### src/rtl/ps2_pkg.sv
// ps2_pkg: shared PS/2 definitions for the host transmit path and the scan-code receive path.
package ps2_pkg;

  typedef enum logic [2:0] {
    IDLE,
    INHIBIT,
    REQ,
    BITS,
    ACK,
    RELEASE,
    DONE
  } ps2_state_t;

  localparam logic [7:0] PS2_BREAK     = 8'hF0;
  localparam logic [7:0] PS2_CMD_LED   = 8'hED;
  localparam logic [7:0] PS2_CMD_RESET = 8'hFF;
  localparam logic [7:0] PS2_ACK       = 8'hFA;

  // PS/2 frames use odd parity: data bits plus parity bit hold an odd count of ones.
  function automatic logic odd_parity(input logic [7:0] d);
    return ~^d;
  endfunction

endpackage

### src/rtl/ps2_host_tx_if.sv
// ps2_host_tx_if: command handshake, status and open-collector pad signals of the PS/2 host transmitter.
interface ps2_host_tx_if;
  logic [7:0] tx_data;
  logic       tx_valid;
  logic       tx_ready;
  logic       ps2_clk_in;
  logic       ps2_data_in;
  logic       ps2_clk_oe;
  logic       ps2_data_oe;
  logic       busy;
  logic       done;
  logic       nack;

  modport master (
    output tx_data, tx_valid, ps2_clk_in, ps2_data_in,
    input  tx_ready, ps2_clk_oe, ps2_data_oe, busy, done, nack
  );

  modport slave (
    input  tx_data, tx_valid, ps2_clk_in, ps2_data_in,
    output tx_ready, ps2_clk_oe, ps2_data_oe, busy, done, nack
  );
endinterface

### src/rtl/ps2_line_sync.sv
// ps2_line_sync: multi-stage synchronizer for the PS/2 clock and data pads plus clock falling-edge detect.
module ps2_line_sync #(
  parameter int SYNC_STAGES = 3
) (
  input  logic clk,
  input  logic clr,
  input  logic ps2_clk_in,
  input  logic ps2_data_in,
  output logic clk_sync,
  output logic data_sync,
  output logic clk_fall
);
  logic [SYNC_STAGES-1:0] clk_pipe_reg;
  logic [SYNC_STAGES-1:0] data_pipe_reg;
  logic                   clk_prev_reg;

  // Pipes reset to the idle (released, high) line level so no fall is seen out of reset.
  always_ff @(posedge clk or posedge clr) begin
    if (clr) begin
      clk_pipe_reg  <= '1;
      data_pipe_reg <= '1;
      clk_prev_reg  <= 1'b1;
    end else begin
      clk_pipe_reg  <= {clk_pipe_reg[SYNC_STAGES-2:0], ps2_clk_in};
      data_pipe_reg <= {data_pipe_reg[SYNC_STAGES-2:0], ps2_data_in};
      clk_prev_reg  <= clk_pipe_reg[SYNC_STAGES-1];
    end
  end

  assign clk_sync  = clk_pipe_reg[SYNC_STAGES-1];
  assign data_sync = data_pipe_reg[SYNC_STAGES-1];
  assign clk_fall  = clk_prev_reg & ~clk_sync;

endmodule

### src/rtl/ps2_host_tx.sv
// ps2_host_tx: host-to-device PS/2 command transmitter driving the open-collector lines via oe pins.
// Build option PS2_HOST_TX_RETRY_EN: resend the latched byte once after a nack or timeout.
module ps2_host_tx
  import ps2_pkg::*;
#(
  parameter int INHIBIT_CYCLES = 5000,
  parameter int TIMEOUT_CYCLES = 750000,
  parameter int SYNC_STAGES    = 3
) (
  input logic          clk,
  input logic          clr,
  ps2_host_tx_if.slave bus
);
  localparam int CNT_MAX = (INHIBIT_CYCLES > TIMEOUT_CYCLES) ? INHIBIT_CYCLES : TIMEOUT_CYCLES;
  localparam int CW      = $clog2(CNT_MAX + 1);
  localparam logic [CW-1:0] INHIBIT_LAST = CW'(INHIBIT_CYCLES - 1);
  localparam logic [CW-1:0] TIMEOUT_LAST = CW'(TIMEOUT_CYCLES - 1);

  ps2_state_t    state_reg, state_next;
  logic [CW-1:0] cnt_reg, cnt_next;
  logic [3:0]    idx_reg, idx_next;
  logic [9:0]    frame_reg, frame_next;
  logic          data_oe_reg, data_oe_next;
  logic          nack_reg, nack_next;
  logic          clk_sync, data_sync, clk_fall;
  logic          timed, timeout, give_up;

  ps2_line_sync #(.SYNC_STAGES(SYNC_STAGES)) u_sync (
    .clk        (clk),
    .clr        (clr),
    .ps2_clk_in (bus.ps2_clk_in),
    .ps2_data_in(bus.ps2_data_in),
    .clk_sync   (clk_sync),
    .data_sync  (data_sync),
    .clk_fall   (clk_fall)
  );

`ifdef PS2_HOST_TX_RETRY_EN
  // Set once the first attempt has failed; the second attempt's result is final.
  logic retried_reg;
  always_ff @(posedge clk or posedge clr) begin
    if (clr)                                            retried_reg <= 1'b0;
    else if (state_reg == IDLE)                         retried_reg <= 1'b0;
    else if (state_next == INHIBIT && state_reg != INHIBIT) retried_reg <= 1'b1;
  end
  assign give_up = retried_reg;
`else
  assign give_up = 1'b1;
`endif

  always_ff @(posedge clk or posedge clr) begin
    if (clr) begin
      state_reg   <= IDLE;
      cnt_reg     <= '0;
      idx_reg     <= '0;
      frame_reg   <= '0;
      data_oe_reg <= 1'b0;
      nack_reg    <= 1'b0;
    end else begin
      state_reg   <= state_next;
      cnt_reg     <= cnt_next;
      idx_reg     <= idx_next;
      frame_reg   <= frame_next;
      data_oe_reg <= data_oe_next;
      nack_reg    <= nack_next;
    end
  end

  assign timed   = (state_reg == REQ) || (state_reg == BITS) ||
                   (state_reg == ACK) || (state_reg == RELEASE);
  assign timeout = timed && (cnt_reg == TIMEOUT_LAST);

  always_comb begin
    state_next   = state_reg;
    cnt_next     = cnt_reg;
    idx_next     = idx_reg;
    frame_next   = frame_reg;
    data_oe_next = data_oe_reg;
    nack_next    = nack_reg;
    if (timed) cnt_next = cnt_reg + 1'b1;

    // Timeout takes priority over any clock fall seen in the same cycle.
    if (timeout) begin
      data_oe_next = 1'b0;
      nack_next    = 1'b1;
      cnt_next     = '0;
      state_next   = give_up ? DONE : INHIBIT;
    end else begin
      case (state_reg)
        IDLE: begin
          if (bus.tx_valid) begin
            frame_next   = {1'b1, odd_parity(bus.tx_data), bus.tx_data};
            nack_next    = 1'b0;
            cnt_next     = '0;
            data_oe_next = 1'b0;
            state_next   = INHIBIT;
          end
        end
        INHIBIT: begin
          if (cnt_reg == INHIBIT_LAST) begin
            cnt_next     = '0;
            data_oe_next = 1'b1;
            state_next   = REQ;
          end else begin
            cnt_next = cnt_reg + 1'b1;
          end
        end
        REQ: begin
          idx_next   = '0;
          cnt_next   = '0;
          state_next = BITS;
        end
        BITS: begin
          if (clk_fall) begin
            data_oe_next = ~frame_reg[idx_reg];
            if (idx_reg == 4'd9) state_next = ACK;
            else                 idx_next   = idx_reg + 4'd1;
          end
        end
        ACK: begin
          if (clk_fall) begin
            nack_next  = data_sync;
            state_next = RELEASE;
          end
        end
        RELEASE: begin
          if (clk_sync && data_sync) begin
            cnt_next   = '0;
            state_next = (nack_reg && !give_up) ? INHIBIT : DONE;
          end
        end
        DONE:    state_next = IDLE;
        default: state_next = IDLE;
      endcase
    end
  end

  assign bus.ps2_clk_oe  = (state_reg == INHIBIT);
  assign bus.ps2_data_oe = data_oe_reg;
  assign bus.tx_ready    = (state_reg == IDLE);
  assign bus.busy        = (state_reg != IDLE);
  assign bus.done        = (state_reg == DONE);
  assign bus.nack        = nack_reg;

endmodule
### src/flat_wrapper.sv
// flat-port wrapper written by rule: the top's interface ports become plain ports
module ps2_host_tx_flat import ps2_pkg::*;
#(
  parameter int INHIBIT_CYCLES = 5000,
  parameter int TIMEOUT_CYCLES = 750000,
  parameter int SYNC_STAGES    = 3
)
  (clk, clr, bus_tx_data, bus_tx_valid, bus_ps2_clk_in, bus_ps2_data_in, bus_tx_ready, bus_ps2_clk_oe, bus_ps2_data_oe, bus_busy, bus_done, bus_nack);
  ps2_host_tx_if bus_i ();
  input logic clk;
  input logic clr;
  input wire logic [$bits(bus_i.tx_data)-1:0] bus_tx_data;
  input wire logic [$bits(bus_i.tx_valid)-1:0] bus_tx_valid;
  input wire logic [$bits(bus_i.ps2_clk_in)-1:0] bus_ps2_clk_in;
  input wire logic [$bits(bus_i.ps2_data_in)-1:0] bus_ps2_data_in;
  output wire logic [$bits(bus_i.tx_ready)-1:0] bus_tx_ready;
  output wire logic [$bits(bus_i.ps2_clk_oe)-1:0] bus_ps2_clk_oe;
  output wire logic [$bits(bus_i.ps2_data_oe)-1:0] bus_ps2_data_oe;
  output wire logic [$bits(bus_i.busy)-1:0] bus_busy;
  output wire logic [$bits(bus_i.done)-1:0] bus_done;
  output wire logic [$bits(bus_i.nack)-1:0] bus_nack;
  assign bus_i.tx_data = bus_tx_data;
  assign bus_i.tx_valid = bus_tx_valid;
  assign bus_i.ps2_clk_in = bus_ps2_clk_in;
  assign bus_i.ps2_data_in = bus_ps2_data_in;
  assign bus_tx_ready = bus_i.tx_ready;
  assign bus_ps2_clk_oe = bus_i.ps2_clk_oe;
  assign bus_ps2_data_oe = bus_i.ps2_data_oe;
  assign bus_busy = bus_i.busy;
  assign bus_done = bus_i.done;
  assign bus_nack = bus_i.nack;
  ps2_host_tx #(.INHIBIT_CYCLES(INHIBIT_CYCLES), .TIMEOUT_CYCLES(TIMEOUT_CYCLES), .SYNC_STAGES(SYNC_STAGES)) u_core (.clk(clk), .clr(clr), .bus(bus_i));
endmodule
### config.mk
export PLATFORM = sky130hd
export DESIGN_NAME = ps2_host_tx_flat
export DESIGN_NICKNAME = d
export VERILOG_FILES = /design/src/rtl/ps2_pkg.sv /design/src/rtl/ps2_host_tx_if.sv /design/src/rtl/ps2_line_sync.sv /design/src/rtl/ps2_host_tx.sv /design/src/flat_wrapper.sv
export SDC_FILE = /design/constraint.sdc
export NUM_CORES = 1
export LEC_CHECK = 0
export CORE_UTILIZATION = 52
export DETAILED_ROUTE_END_ITERATION = 7
export PLACE_DENSITY_LB_ADDON = 0.15
export SETUP_SLACK_MARGIN = 0.3
export SLEW_MARGIN = 10
export SYNTH_ARGS = -nofsm -noshare
export SYNTH_HDL_FRONTEND = slang
export SYNTH_SLANG_ARGS = --single-unit
### constraint.sdc
create_clock -name clk -period 1.87 [get_ports clk]
set_input_delay 0.561 -clock clk [delete_from_list [all_inputs] [get_ports clk]]
set_output_delay 0.561 -clock clk [all_outputs]
set_load 0.005 [all_outputs]
# ---- After elaboration in Yosys (flattened, before gate mapping)
# Index checks and enable logic that the tools add are counted.
dict set report totals {
  regBits 46
  latchBits 0
  ramBits 0
  mem_bits_ro 0
  out_inout_bits 6
  elab_cells 76
  mem_count 0
}
dict set report classes {
  n_addsub 2
  n_mul 0
  n_div 0
  magnitude_cmp 1
  n_eq_ne 17
  shift 0
  mux 27
  bitwise_logic 4
  n_reduce_logical 16
}
# operator count
set op_table {}
lappend op_table {{2-to-1 mux 20 bit} 5}
lappend op_table {{one-hot mux 20 bit (4 select lines)} 1}
lappend op_table {{2-to-1 mux 3 bit} 7}
lappend op_table {{adder 20 x 1 -> 20 bit, second input constant} 1}
lappend op_table {{equality test 20 x 13 -> 1 bit, second input constant} 1}
lappend op_table {{equality test 20 bit, second input constant} 1}
lappend op_table {{one-hot mux 3 bit (6 select lines)} 1}
lappend op_table {{equality test 3 bit, second input constant} 3}
lappend op_table {{!= test 3 x 1 -> 1 bit, second input constant} 3}
lappend op_table {{!= test 3 x 2 -> 1 bit, second input constant} 3}
lappend op_table {{2-to-1 mux 4 bit} 2}
lappend op_table {{one-hot mux 4 bit (2 select lines)} 1}
lappend op_table {{AND reduction 4 bit} 2}
lappend op_table {{XNOR reduction 8 bit} 1}
lappend op_table {{2-to-1 mux 1 bit} 7}
lappend op_table {{equality test 3 x 2 -> 1 bit, second input constant} 2}
lappend op_table {{AND reduction 3 bit} 2}
lappend op_table {{AND reduction 6 bit} 1}
lappend op_table {{nonzero test 3 bit} 2}
lappend op_table {{< comparator 4 x 5 -> 1 bit, second input constant} 1}
lappend op_table {{adder 4 x 1 -> 4 bit, second input constant} 1}
lappend op_table {{binary-select mux 1 bit (select 4 bit)} 1}
lappend op_table {{equality test 4 bit, second input constant} 1}
lappend op_table {{nonzero test 4 bit} 1}
lappend op_table {{other kinds (11)} 16}

# ---- Logic depth before layout (Yosys ltp)
dict set report logic_depth {
  ltp_word 8
  depth_mapped 8
}

# ---- Cells and area by module
# A second synthesis with hierarchy kept.
dict set report unflattened {
  hier_cells 272
  hier_area_um2 2645.0
}
# module instances cells_each area_per_inst_um2 seq_area_each_um2
set by_module_without_submodules {}
lappend by_module_without_submodules {ps2_host_tx 1 263 2443.6 975.9}
lappend by_module_without_submodules {ps2_line_sync 1 9 201.4 183.9}

# ---- Least setup slack after synthesis
# No wires, ideal clock.
dict set report synth_timing {
  kind {reg-to-reg}
  startpoint {register u_core.cnt_reg[0]}
  endpoint {register u_core.cnt_reg[17]}
  setup_ns 0.077
  arrival_time_ns 1.816
  required_time_ns 1.793
  path_slack_ns -0.023
  stages_incl_launch_ff 7
  path_buffers 0
  synth_period_minus_slack_ns 1.893
  path_cell_list {dfrtp_1 -> ha_1 -> nor2b_1 -> and4_1 -> a21o_1 -> or4_1 -> a21oi_1}
}
dict set report synth_via {
  elab_chain_cells 5
  elab_cells_between_ends 10
  cone_classes {add/sub: 1; eq/ne: 2; mux: 6; reduce/logical: 1}
}
# element line_no
set synth_lines {}
lappend synth_lines {{start: declaration} ps2_host_tx.sv:20} ;# logic [CW-1:0] cnt_reg, cnt_next;
lappend synth_lines {{start signal: assignment} ps2_host_tx.sv:61} ;# cnt_reg <= cnt_next;
lappend synth_lines {{adder 20 x 1 -> 20 bit} {ps2_host_tx.sv:80, ps2_host_tx.sv:105}}
lappend synth_lines {{2-to-1 mux 20 bit} ps2_host_tx.sv:80} ;# if (timed) cnt_next = cnt_reg + 1'b1;
lappend synth_lines {{2-to-1 mux 20 bit, on equally long branches} {ps2_host_tx.sv:127, ps2_host_tx.sv:91}}
lappend synth_lines {{one-hot mux 20 bit (4 select lines)} ps2_host_tx.sv:89} ;# case (state_reg)
lappend synth_lines {{2-to-1 mux 20 bit (*)} ps2_host_tx.sv:83} ;# if (timeout) begin
lappend synth_lines {{named net u_core.cnt_next[17]} ps2_host_tx.sv:20}
# Mark *: on every way through the listed nets, which the timed path passes. The rest lies on a longest branch.
# A chain may end at the register's enable or synchronous reset.

# ---- Worst setup path in the final report
dict set report layout_timing {
  startpoint {register u_core.state_reg[1]}
  endpoint {register u_core.cnt_reg[19]}
}
dict set report layout_via {
  elab_chain_cells 8
  elab_cells_between_ends 15
  cone_classes {eq/ne: 5; mux: 5; reduce/logical: 5}
}
# element line_no
set layout_lines {}
lappend layout_lines {{start: declaration} ps2_host_tx.sv:19} ;# ps2_state_t state_reg, state_next;
lappend layout_lines {{start signal: assignment} ps2_host_tx.sv:60} ;# state_reg <= state_next;
lappend layout_lines {{equality test 3 x 2 -> 1 bit, on equally long branches} {ps2_host_tx.sv:69, ps2_host_tx.sv:89}}
lappend layout_lines {{logical OR 1 bit (2 in series)} ps2_host_tx.sv:69} ;# assign timed = (state_reg == REQ) || (state_reg == BITS) ||
lappend layout_lines {{logical OR 1 bit} ps2_host_tx.sv:70} ;# (state_reg == ACK) || (state_reg == RELEASE);
lappend layout_lines {{2-to-1 mux 20 bit} ps2_host_tx.sv:80}
lappend layout_lines {{2-to-1 mux 20 bit, on equally long branches} {ps2_host_tx.sv:127, ps2_host_tx.sv:91}}
lappend layout_lines {{one-hot mux 20 bit (4 select lines)} ps2_host_tx.sv:89}
lappend layout_lines {{2-to-1 mux 20 bit (*)} ps2_host_tx.sv:83}
lappend layout_lines {{named net u_core.cnt_next[19]} ps2_host_tx.sv:20}
# Marks and branches as above.

==> out/qor.yml <==
status: "finished with violations"
failed_checks: "negative setup slack"
stdcell_area_mm2: 0.00399
arrival_ns: 2.24
path_max_fanout: 6
critPathRequiredTime_ns: 2.10
synth.most_common_cell: "dfrtp_1"
worstMarginPinSlew_ns: 0.383
final_nets: 366
cp-end-kind: "flop"
crit_slowest_cell: "or4_1"
die-area_mm2: 0.00517
wl_um: 8370
hp-class: "reg -> reg"
cts_tree: "yes"
ant_nets: 0
netlist_area_mm2: 0.00254
via_per_inst: 6.28
grt_use_total_pct: 31.6
yosysSeqAreaShare_pct: 45.6
cp_cell_sequence: "buf_6, buf_6, xnor2_4, and4_4, a21o_4, or4_1, a21oi_1"
synth_edf_count: 0
finalCritPeriodShare_pct: 107
rsz0062_at_grt: "yes"
postCtsHoldBufs: 0
setup_ws_ns: -0.138
slew_headroom_pct: 74.3
r2r_cells: 7
drv_slew: 0
antenna_cells: 0
numCtsBuffers: 5
crit_start: "u_core.state_reg[1]$_DFFE_PP0P_"
ios: 19
port_buffers: 18
cts.sinks: 46
synth_top_area_share_pct: 38.4
finalSetupViolCount: 24
peakVddDrop_v: 0.000720
cp_slowest_stage_delay_ns: 0.50
min_period_ns: 2.01
ys.flop_type: "dfrtp_1"
r2r_start: "u_core.state_reg[1]$_DFFE_PP0P_"
grt_pass1_vias: 2553
grt_pass1_wl_um: 12500
yosysUniqueCellTypes: 56
antenna_found_initial: 0
fin_cells: 418
drv_cap: 0
num_vias: 2626
syn_to_final_growth_pct: 56.9
clk-insertion-delay-late_ns: 0.30
syn-num-nets: 273
hpwl_um: 4520
core-area_mm2: 0.00472
clock_path_buffers: 2
die_h_um: 71.9
critPathMostFrequentCell: "buf_6"
max_freq_mhz: 498
place_area_mm2: 0.00316
clkTransAtPathRegs_ns: 0.10
ys_warn_count: 0
cts-root-buf: "clkbuf_8"
overflow: 0
cts_htree_levels: 2
dieWidth_um: 71.9
fin_worst_skew_ns: 0.00828
wl_per_cell_um: 20.0
gp_congestion: 0.842
r2r_end: "u_core.cnt_reg[19]$_DFF_PP0_"
p_per_area_mw_per_mm2: 1350
postSynthCellCount: 257
ys_seq_elements: 46
avgSynthCellArea_um2: 9.89
drc: 0
hold_viol_final: 0
synth_area_leaders: "dfrtp_1 38%, dfstp_2 7.2%, mux2_2 4.9%"
post-synth-top-area-cell: "dfrtp_1"
ys_top_cells_by_count: "39 x dfrtp_1, 22 x nand2_1, 21 x a21oi_1"
r2r_slack_ns: -0.14
initial_core_util_pct: 53.8
largest_reg_flops: 20
drive_gt1_share_pct: 51.0
crit_path_end: "u_core.cnt_reg[19]$_DFF_PP0_"
drt_iter0_markers: 276
dr.pass1.iters: 5
critPathLaunchType: "flop"
criticalPathCategory: "reg -> reg"
leakage_nw: 1.61
synthArstFlopShare_pct: 100
grt_max_degree: 19
dp.cells: 374
num_rows: 25
## cell type report
class | instances | area, um^2
multi-input cells | 196 | 1740
flip-flops and latches | 46 | 1160
clock buffers | 5 | 68.8
fillers | 247 | 734
clock inverters | 3 | 23.8
inverters | 6 | 26.3
repair buffers | 95 | 886
well taps | 67 | 83.8
## power breakdown
part / total [W] / switching (W) / internal [W]
combinational: 0.00326 / 0.00149 / 0.00177
sequential: 0.00148 / 0.000248 / 0.00123
clock: 0.000638 / 0.000370 / 0.000268
total: 0.00538 / 0.00211 / 0.00327
## per-stage QoR
| step | setup slack [ns] | TNS, ns | hold slack (ns) | total power (W) | utilization (%) |
|---|---|---|---|---|---|
| 6_report | -0.138 | -1.11 | 0.360 | 0.00538 | 84.5 |
| 5_1_grt | -0.176 | -2.82 | 0.368 | 0.00561 | 84.5 |
| 4_1_cts | -0.0728 | -0.255 | 0.361 | 0.00487 | 79.3 |
| 3_5_place_dp | -0.243 | -2.64 | 0.347 | 0.00336 | 67.0 |
| 3_3_place_gp | -0.207 | -2.26 | 0.345 | 0.00331 | 67.0 |
| 2_1_floorplan | 0.127 | 0 | 0.345 | 0.00258 | - |
## cell usage in the layout (no fill, tap or decap), drive strengths merged, types with 2 or more instances in the layout
cell and n:
nor4b 2, and3 2, mux2 11, nor3b 3
clkbuf 5, dfstp 7, o21a 3, nor2b 6
nand4 11, o21ai 14, nor3 6, o21bai 2
or3 6, nor2 11, and4 2, mux2i 3
a21o 2, o211ai 2, ha 3, or4 3
clkdlybuf4s50 12, or2 2, o22ai 3, clkinvlp 3
a21oi 22, nand2b 3, inv 6, a311oi 5
nor4 3, and3b 2, o31ai 5, nand2 22
nand3 12, and2 2, nand4b 2, buf 81
xnor2 8, dfrtp 39, dlygate4sd2 2
## per-layer routing
layer	GRT usage (%)	share of wire, %	vias up	wire, um
li1	-	-	1156	-
met1	42.0	40	1300	3370
met2	53.6	50	140	4170
met3	4.17	6.6	30	554
met4	11.1	3.3	0	277
met5	0	0	-	0
## worst min path at each step
stage / start / endpoint / slack, ns / cells past startpoint
floorplan: u_core.u_sync.clk_pipe_reg[0]$_DFF_PP1_ / u_core.u_sync.clk_pipe_reg[1]$_DFF_PP1_ / 0.35 / 0
global placement: u_core.u_sync.clk_pipe_reg[0]$_DFF_PP1_ / u_core.u_sync.clk_pipe_reg[1]$_DFF_PP1_ / 0.35 / 0
detailed placement: u_core.u_sync.data_pipe_reg[0]$_DFF_PP1_ / u_core.u_sync.data_pipe_reg[1]$_DFF_PP1_ / 0.35 / 0
CTS: u_core.u_sync.data_pipe_reg[0]$_DFF_PP1_ / u_core.u_sync.data_pipe_reg[1]$_DFF_PP1_ / 0.36 / 0
global route: u_core.u_sync.clk_pipe_reg[0]$_DFF_PP1_ / u_core.u_sync.clk_pipe_reg[1]$_DFF_PP1_ / 0.37 / 0
finish: u_core.u_sync.data_pipe_reg[0]$_DFF_PP1_ / u_core.u_sync.data_pipe_reg[1]$_DFF_PP1_ / 0.36 / 0
## repair_timing
item	in CTS	in global routing
buffers inserted	22	12
endpoints found under the setup margin	44	43
cloned	2	0
resized for setup	91	37
hold endpoints to repair	0	0
pin swaps	28	25
## cell families after synthesis
| group | Yosys count | share of synthesized area (%) |
|---|---|---|
| AO/OA/AOI/OAI | 69 | 17.7 |
| XOR/XNOR | 8 | 2.76 |
| adder cells (fa/ha/maj) | 3 | 1.48 |
| buffers and inverters | 15 | 2.80 |
| flip-flops | 46 | 45.6 |
| multiplexers | 15 | 6.94 |
| AND/OR/NAND/NOR | 101 | 22.7 |
## worst max-delay path: cells and delay by family, from the launching register on
kind | cells | cell delay, ns
AND/OR/NAND/NOR | 2 | 0.66
flip-flops | 1 | 0.46
AO/OA/AOI/OAI | 2 | 0.40
buffers and inverters | 2 | 0.25
XOR/XNOR | 1 | 0.15
No activity file was read; power rests on OpenSTA's default activity.
